File: src/rtl/mem_wb_stage_if.sv
// Data-memory request/response bus between the MEM stage (master) and the cache (slave).
interface mem_wb_stage_if;
    localparam int unsigned ADDR_W = 16;
    localparam int unsigned DATA_W = 16;

    logic              mem_req;
    logic              mem_wr;
    logic [ADDR_W-1:0] mem_addr;
    logic [DATA_W-1:0] mem_wdata;
    logic              mem_stall;
    logic              mem_done;
    logic [DATA_W-1:0] mem_rdata;
    logic              mem_err;

    modport master (
        output mem_req, mem_wr, mem_addr, mem_wdata,
        input  mem_stall, mem_done, mem_rdata, mem_err
    );

    modport slave (
        input  mem_req, mem_wr, mem_addr, mem_wdata,
        output mem_stall, mem_done, mem_rdata, mem_err
    );
endinterface

File: src/rtl/mem_wb_stage.sv
// Memory-access stage and MEM/WB pipeline register with a done/stall memory handshake.
// Optional MEM_TIMEOUT_EN: abandon a BUSY request after TIMEOUT_CYCLES cycles and flag err.
module mem_wb_stage #(
    parameter int unsigned TIMEOUT_CYCLES = 32
) (
    input  logic        clk,
    input  logic        rst_n,
    input  logic        ex_valid,
    input  logic [15:0] ex_inc_PC,
    input  logic [15:0] ex_ALU_result,
    input  logic [15:0] ex_imm_2,
    input  logic [15:0] ex_store_data,
    input  logic [1:0]  ex_reg_src,
    input  logic        ex_reg_write,
    input  logic [2:0]  ex_write_reg,
    input  logic        ex_mem_read,
    input  logic        ex_mem_write,
    input  logic        ex_halt,
    mem_wb_stage_if.master mem,
    output logic        stall_out,
    output logic        wb_valid,
    output logic [15:0] wb_inc_PC,
    output logic [15:0] wb_read_data,
    output logic [15:0] wb_ALU_result,
    output logic [15:0] wb_imm_2,
    output logic [1:0]  wb_reg_src,
    output logic        wb_reg_write,
    output logic [2:0]  wb_write_reg,
    output logic        halted,
    output logic        err
);
    typedef enum logic [0:0] {IDLE, BUSY} state_t;

    state_t      state;
    logic        active;
    logic        is_mem;
    logic        illegal;
    logic        hit;
    logic        op_done;
    logic        retire;
    logic        tmo;
    logic [15:0] rd_data;

    assign active  = (state == IDLE) & ex_valid & !halted;
    assign is_mem  = ex_mem_read ^ ex_mem_write;
    assign illegal = ex_mem_read & ex_mem_write;

    assign mem.mem_req   = active & is_mem & !mem.mem_stall;
    assign mem.mem_wr    = ex_mem_write;
    assign mem.mem_addr  = ex_ALU_result;
    assign mem.mem_wdata = ex_store_data;

    assign hit     = mem.mem_req & mem.mem_done;
    assign op_done = hit | ((state == BUSY) & mem.mem_done);
    assign retire  = (active & !is_mem & !illegal) | op_done;
    assign rd_data = (op_done & ex_mem_read) ? mem.mem_rdata : 16'h0000;

`ifdef MEM_TIMEOUT_EN
    localparam int unsigned CNT_W = $clog2(TIMEOUT_CYCLES + 1);
    logic [CNT_W-1:0] cnt;

    assign tmo = (state == BUSY) & !mem.mem_done & (cnt == CNT_W'(TIMEOUT_CYCLES - 1));

    // Cycles spent in BUSY; zero on the first BUSY cycle.
    always_ff @(posedge clk or negedge rst_n) begin
        if (!rst_n)
            cnt <= '0;
        else if (state == BUSY)
            cnt <= cnt + CNT_W'(1);
        else
            cnt <= '0;
    end
`else
    assign tmo = 1'b0;
`endif

    assign stall_out = (active & is_mem & !hit) | ((state == BUSY) & !mem.mem_done & !tmo);

    always_ff @(posedge clk or negedge rst_n) begin
        if (!rst_n) begin
            state         <= IDLE;
            wb_valid      <= 1'b0;
            wb_inc_PC     <= '0;
            wb_read_data  <= '0;
            wb_ALU_result <= '0;
            wb_imm_2      <= '0;
            wb_reg_src    <= '0;
            wb_reg_write  <= 1'b0;
            wb_write_reg  <= '0;
            halted        <= 1'b0;
            err           <= 1'b0;
        end else begin
            wb_valid     <= retire;
            wb_reg_write <= retire & ex_reg_write & !(op_done & mem.mem_err);
            // Bubbles leave the payload fields untouched.
            if (retire) begin
                wb_inc_PC     <= ex_inc_PC;
                wb_read_data  <= rd_data;
                wb_ALU_result <= ex_ALU_result;
                wb_imm_2      <= ex_imm_2;
                wb_reg_src    <= ex_reg_src;
                wb_write_reg  <= ex_write_reg;
                if (ex_halt)
                    halted <= 1'b1;
            end
            if ((active & illegal) | (op_done & mem.mem_err) | tmo)
                err <= 1'b1;
            case (state)
                IDLE:    if (mem.mem_req & !mem.mem_done) state <= BUSY;
                BUSY:    if (mem.mem_done | tmo)          state <= IDLE;
                default: state <= IDLE;
            endcase
        end
    end
endmodule
File: src/flat_wrapper.sv
// flat-port wrapper written by rule: the top's interface ports become plain ports
module mem_wb_stage_flat 
#(
    parameter int unsigned TIMEOUT_CYCLES = 32
)
  (clk, rst_n, ex_valid, ex_inc_PC, ex_ALU_result, ex_imm_2, ex_store_data, ex_reg_src, ex_reg_write, ex_write_reg, ex_mem_read, ex_mem_write, ex_halt, stall_out, wb_valid, wb_inc_PC, wb_read_data, wb_ALU_result, wb_imm_2, wb_reg_src, wb_reg_write, wb_write_reg, halted, err, mem_mem_req, mem_mem_wr, mem_mem_addr, mem_mem_wdata, mem_mem_stall, mem_mem_done, mem_mem_rdata, mem_mem_err);
  mem_wb_stage_if mem_i ();
  input  logic clk;
  input  logic rst_n;
  input  logic ex_valid;
  input  logic [15:0] ex_inc_PC;
  input  logic [15:0] ex_ALU_result;
  input  logic [15:0] ex_imm_2;
  input  logic [15:0] ex_store_data;
  input  logic [1:0] ex_reg_src;
  input  logic ex_reg_write;
  input  logic [2:0] ex_write_reg;
  input  logic ex_mem_read;
  input  logic ex_mem_write;
  input  logic ex_halt;
  output logic stall_out;
  output logic wb_valid;
  output logic [15:0] wb_inc_PC;
  output logic [15:0] wb_read_data;
  output logic [15:0] wb_ALU_result;
  output logic [15:0] wb_imm_2;
  output logic [1:0] wb_reg_src;
  output logic wb_reg_write;
  output logic [2:0] wb_write_reg;
  output logic halted;
  output logic err;
  output wire logic [$bits(mem_i.mem_req)-1:0] mem_mem_req;
  output wire logic [$bits(mem_i.mem_wr)-1:0] mem_mem_wr;
  output wire logic [$bits(mem_i.mem_addr)-1:0] mem_mem_addr;
  output wire logic [$bits(mem_i.mem_wdata)-1:0] mem_mem_wdata;
  input wire logic [$bits(mem_i.mem_stall)-1:0] mem_mem_stall;
  input wire logic [$bits(mem_i.mem_done)-1:0] mem_mem_done;
  input wire logic [$bits(mem_i.mem_rdata)-1:0] mem_mem_rdata;
  input wire logic [$bits(mem_i.mem_err)-1:0] mem_mem_err;
  assign mem_mem_req = mem_i.mem_req;
  assign mem_mem_wr = mem_i.mem_wr;
  assign mem_mem_addr = mem_i.mem_addr;
  assign mem_mem_wdata = mem_i.mem_wdata;
  assign mem_i.mem_stall = mem_mem_stall;
  assign mem_i.mem_done = mem_mem_done;
  assign mem_i.mem_rdata = mem_mem_rdata;
  assign mem_i.mem_err = mem_mem_err;
  mem_wb_stage #(.TIMEOUT_CYCLES(TIMEOUT_CYCLES)) u_core (.clk(clk), .rst_n(rst_n), .ex_valid(ex_valid), .ex_inc_PC(ex_inc_PC), .ex_ALU_result(ex_ALU_result), .ex_imm_2(ex_imm_2), .ex_store_data(ex_store_data), .ex_reg_src(ex_reg_src), .ex_reg_write(ex_reg_write), .ex_write_reg(ex_write_reg), .ex_mem_read(ex_mem_read), .ex_mem_write(ex_mem_write), .ex_halt(ex_halt), .mem(mem_i), .stall_out(stall_out), .wb_valid(wb_valid), .wb_inc_PC(wb_inc_PC), .wb_read_data(wb_read_data), .wb_ALU_result(wb_ALU_result), .wb_imm_2(wb_imm_2), .wb_reg_src(wb_reg_src), .wb_reg_write(wb_reg_write), .wb_write_reg(wb_write_reg), .halted(halted), .err(err));
endmodule
File: config.mk
export PLATFORM = sky130hd
export DESIGN_NAME = mem_wb_stage_flat
export DESIGN_NICKNAME = d
export VERILOG_FILES = /design/src/rtl/mem_wb_stage_if.sv /design/src/rtl/mem_wb_stage.sv /design/src/flat_wrapper.sv
export SDC_FILE = /design/constraint.sdc
export NUM_CORES = 1
export LEC_CHECK = 0
export BUFFER_PORTS_ARGS = -buffer_cell sky130_fd_sc_hd__clkbuf_2
export CORE_MARGIN = 2
export CORE_UTILIZATION = 50
export DETAILED_ROUTE_END_ITERATION = 8
export PLACE_DENSITY_LB_ADDON = 0.3
export SETUP_SLACK_MARGIN = 0.3
export SYNTH_ARGS = -nofsm -noshare
export SYNTH_HDL_FRONTEND = slang
export SYNTH_SLANG_ARGS = --single-unit
File: constraint.sdc
create_clock -name clk -period 2.28 [get_ports clk]
set_input_delay 0.456 -clock clk [delete_from_list [all_inputs] [get_ports clk]]
set_output_delay 0.456 -clock clk [all_outputs]
set_load 0.01 [all_outputs]
==> impl_results.md <==
* Crit-path leading delay family: flip-flops
* Ranking of synthesized cells by area: dfrtp_1, o211ai_1, o21ai_0
* Syn Area/Cell at between 9 and 10 sq um
* Register area at roughly 1900 sq um
* Max Cap Viol at 0
* Data arrival time of the worst path at around 1.4 ns
* EDFF count, synth at 0
* Worst Clk Skew at ~0.010 ns
* Number of distinct library cells after synthesis at 25
* Largest net degree at the start of global routing at 57
* IO Pins at roughly 200
* Fin Setup TNS at 0 ns
* DRC errors left at 0
* Clk Latency, worst-skew pair at approximately 0.35 ns
* DRT iter0 DRCs at 264
* Core Region at approximately 8100 sq um
* Period Utilization, post-route at between 80% and 90%
* Via count at roughly 4,000
* PwrDens at around 1000 nW/um^2
* Max Freq at approximately 0.53 GHz
* Mapped Area at approximately 4200 sq um
* Post-synthesis sequential area ratio at between 40% and 50%
* Post-DP HPWL at around 7.8 mm
* Vias in the first global route at a little under 4,000
* Worst R2R Path Depth at 4
* Hold Vio Cnt, Final at 0
* Via density at ~6.2
* Worst path bufs/invs at 1
* Ys async rst share at 100%
* Routed len/inst at around 18 um
* Die H at around 95 um
* Flop2flop setup slack at 0.56 ns
* CP Launch Type: flop
* Initial antenna violation count at 0
* Antenna cells at 0
* Input/output buffers at 170
* RSZ-0062 raised after global routing: no
* First drt pass iteration count at 5
* Share of the synthesized area in the top cell type at ~45%
* Path type of the worst min-delay path: input pin to async pin
* CP Data Required Time at 1.82 ns
* Synth-to-Final Area Change at 21.2%
* Crit path capture type: output pin
* CTS tree: built
* Max-slew violation count at 0
* Die area at between 9000 and 10,000 sq um
* Initial Util at a little over 50%
* CTS clk-pin slew, worst paths at roughly 0.080 ns
* RR Startpoint: u_core.state$_DFF_PN0_
* Max Root-Sink Buffers at 2
* CP max-delay cell: dfrtp_2
* Post-cts sizing count at 0
* Total track usage at around a quarter
* CTS Sinks at 74
* Synthesized instance count at 445
* Largest area contributor in the netlist: dfrtp_1
* Maximum VDD drop at about 0.00057 V
* Share of cells above drive strength 1 at 37.7%
* Setup violators final at 0
* Cts hold-fix bufs at 0
* Mapped Nets at roughly 540
* Dominant cell by count in the synthesized netlist: o211ai_1
* Postcts setup bufs at 0
* RR Endpoint: u_core.wb_inc_PC[1]$_DFFE_PN0N_
* Crit-path max FO at 6
* Status: finished, final reports clean
* Worst slew margin at around 59%
* H-Tree Depth at 3
* Most common library cells after synthesis: o211ai_1, dfrtp_1, o21ai_0, nand3_1, buf_4
* Crit-path cells: nor3b_2, nand2_1, o22ai_1, clkbuf_2
* #FFs+latches synth at 74
* Main synth FF type: dfrtp_1
* Critical path class: flop to output pin
* Synth warn at 0
* Global route total overflow at 0
* Layout Nets at 651
* Fin crit period at between 1.5 and 2 ns
* P_leak at between 2 and 2.5 nW
* Die X at around 95 um
* Crit-path max cell delay at 0.45 ns
* CTS root buf: clkbuf_8
* TritonCTS Buffers at 9
* Pin slew with the least headroom to its limit at 0.611 ns
* Cell Rows at 33
* Detail Route Antenna Nets at 0
* Routability Congestion at approximately 0.79
* DRT Wirelength at 12.0 mm
* Layout Utilization at between 60% and 70%
* First-pass GRT wire length at approximately 19 mm
* Multi-input gate area at between 1500 and 2000 sq um
* Fill count at between 700 and 800
[stage by stage]
stage                     hold slack (ns)  power, mW  instance area (sq um)  setup WS [ns]  std cells
after global placement              0.447       3.84                   4800          0.258        649
final                              0.0643       5.12                   5040          0.385        664
after floorplan                     0.160       3.10                   4160          0.400        445
after global routing               0.0896       5.45                   5040          0.319        664
after CTS                          0.0703       5.15                   5040          0.363        664
after detailed placement            0.458       3.89                   4800          0.196        649
[worst max path at each step]
stage,endpoint,cells after the start,from,slack (ns)
final,stall_out,4,u_core.state$_DFF_PN0_,0.39
after global routing,stall_out,4,u_core.state$_DFF_PN0_,0.32
after CTS,stall_out,4,u_core.halted$_DFFE_PN0P_,0.36
after detailed placement,u_core.wb_inc_PC[1]$_DFFE_PN0N_,6,ex_mem_read,0.20
after global placement,u_core.wb_ALU_result[1]$_DFFE_PN0N_,6,ex_mem_read,0.26
after floorplan,stall_out,5,u_core.halted$_DFFE_PN0P_,0.40
[cell usage in the layout (no fill, tap or decap), types with 2 or more instances in the layout]
cell         n
clkbuf_8    10
buf_12       3
nor2_1       4
bufinv_16    3
nand3_1     54
nand2_1     17
buf_4       15
dfrtp_1     72
dfrtp_2      2
o21ai_0     71
clkbuf_2   169
o211ai_1   106
a21oi_1      2
mux2i_1     16
[cell type report]
class | instances | share of cell area (%)
Clock buffer | 10 | 2.73
Tap cell | 105 | 2.61
Sequential cell | 74 | 36.8
Timing Repair Buffer | 187 | 20.2
Clock inverter | 5 | 2.04
Multi-Input combinational cell | 282 | 35.6
Inverter | 1 | 0.0745
[power by group]
part           internal (mW)  switching [mW]  total, mW
logic                  0.756            1.07       1.83
registers               1.78           0.267       2.04
clock network          0.749           0.498       1.25
[cell families (layout without fill, tap and decap cells)]
logic type,after synthesis,count (layout),synth area share [%]
buf+inv,89,203,12.8
simple gates,82,82,9.93
mux,16,16,3.85
flops,74,74,44.5
fa+ha+maj,1,1,0.301
compound gates,183,183,28.6
[worst register-to-register path, stage by stage (launching register included)]
cell and delay, ns:
dfrtp_2 0.45, or3b_2 0.49, buf_4 0.28, o21ai_0 0.26, o211ai_1 0.12
[per-layer routing]
metal	share of wire, %	global-route usage [%]	up-vias
li1	-	-	1851
met1	41	35.5	2000
met2	48	40.7	225
met3	9.3	6.09	17
met4	1.3	9.42	0
met5	0	0	-
Note: power is estimated with default switching activity, not from simulation.
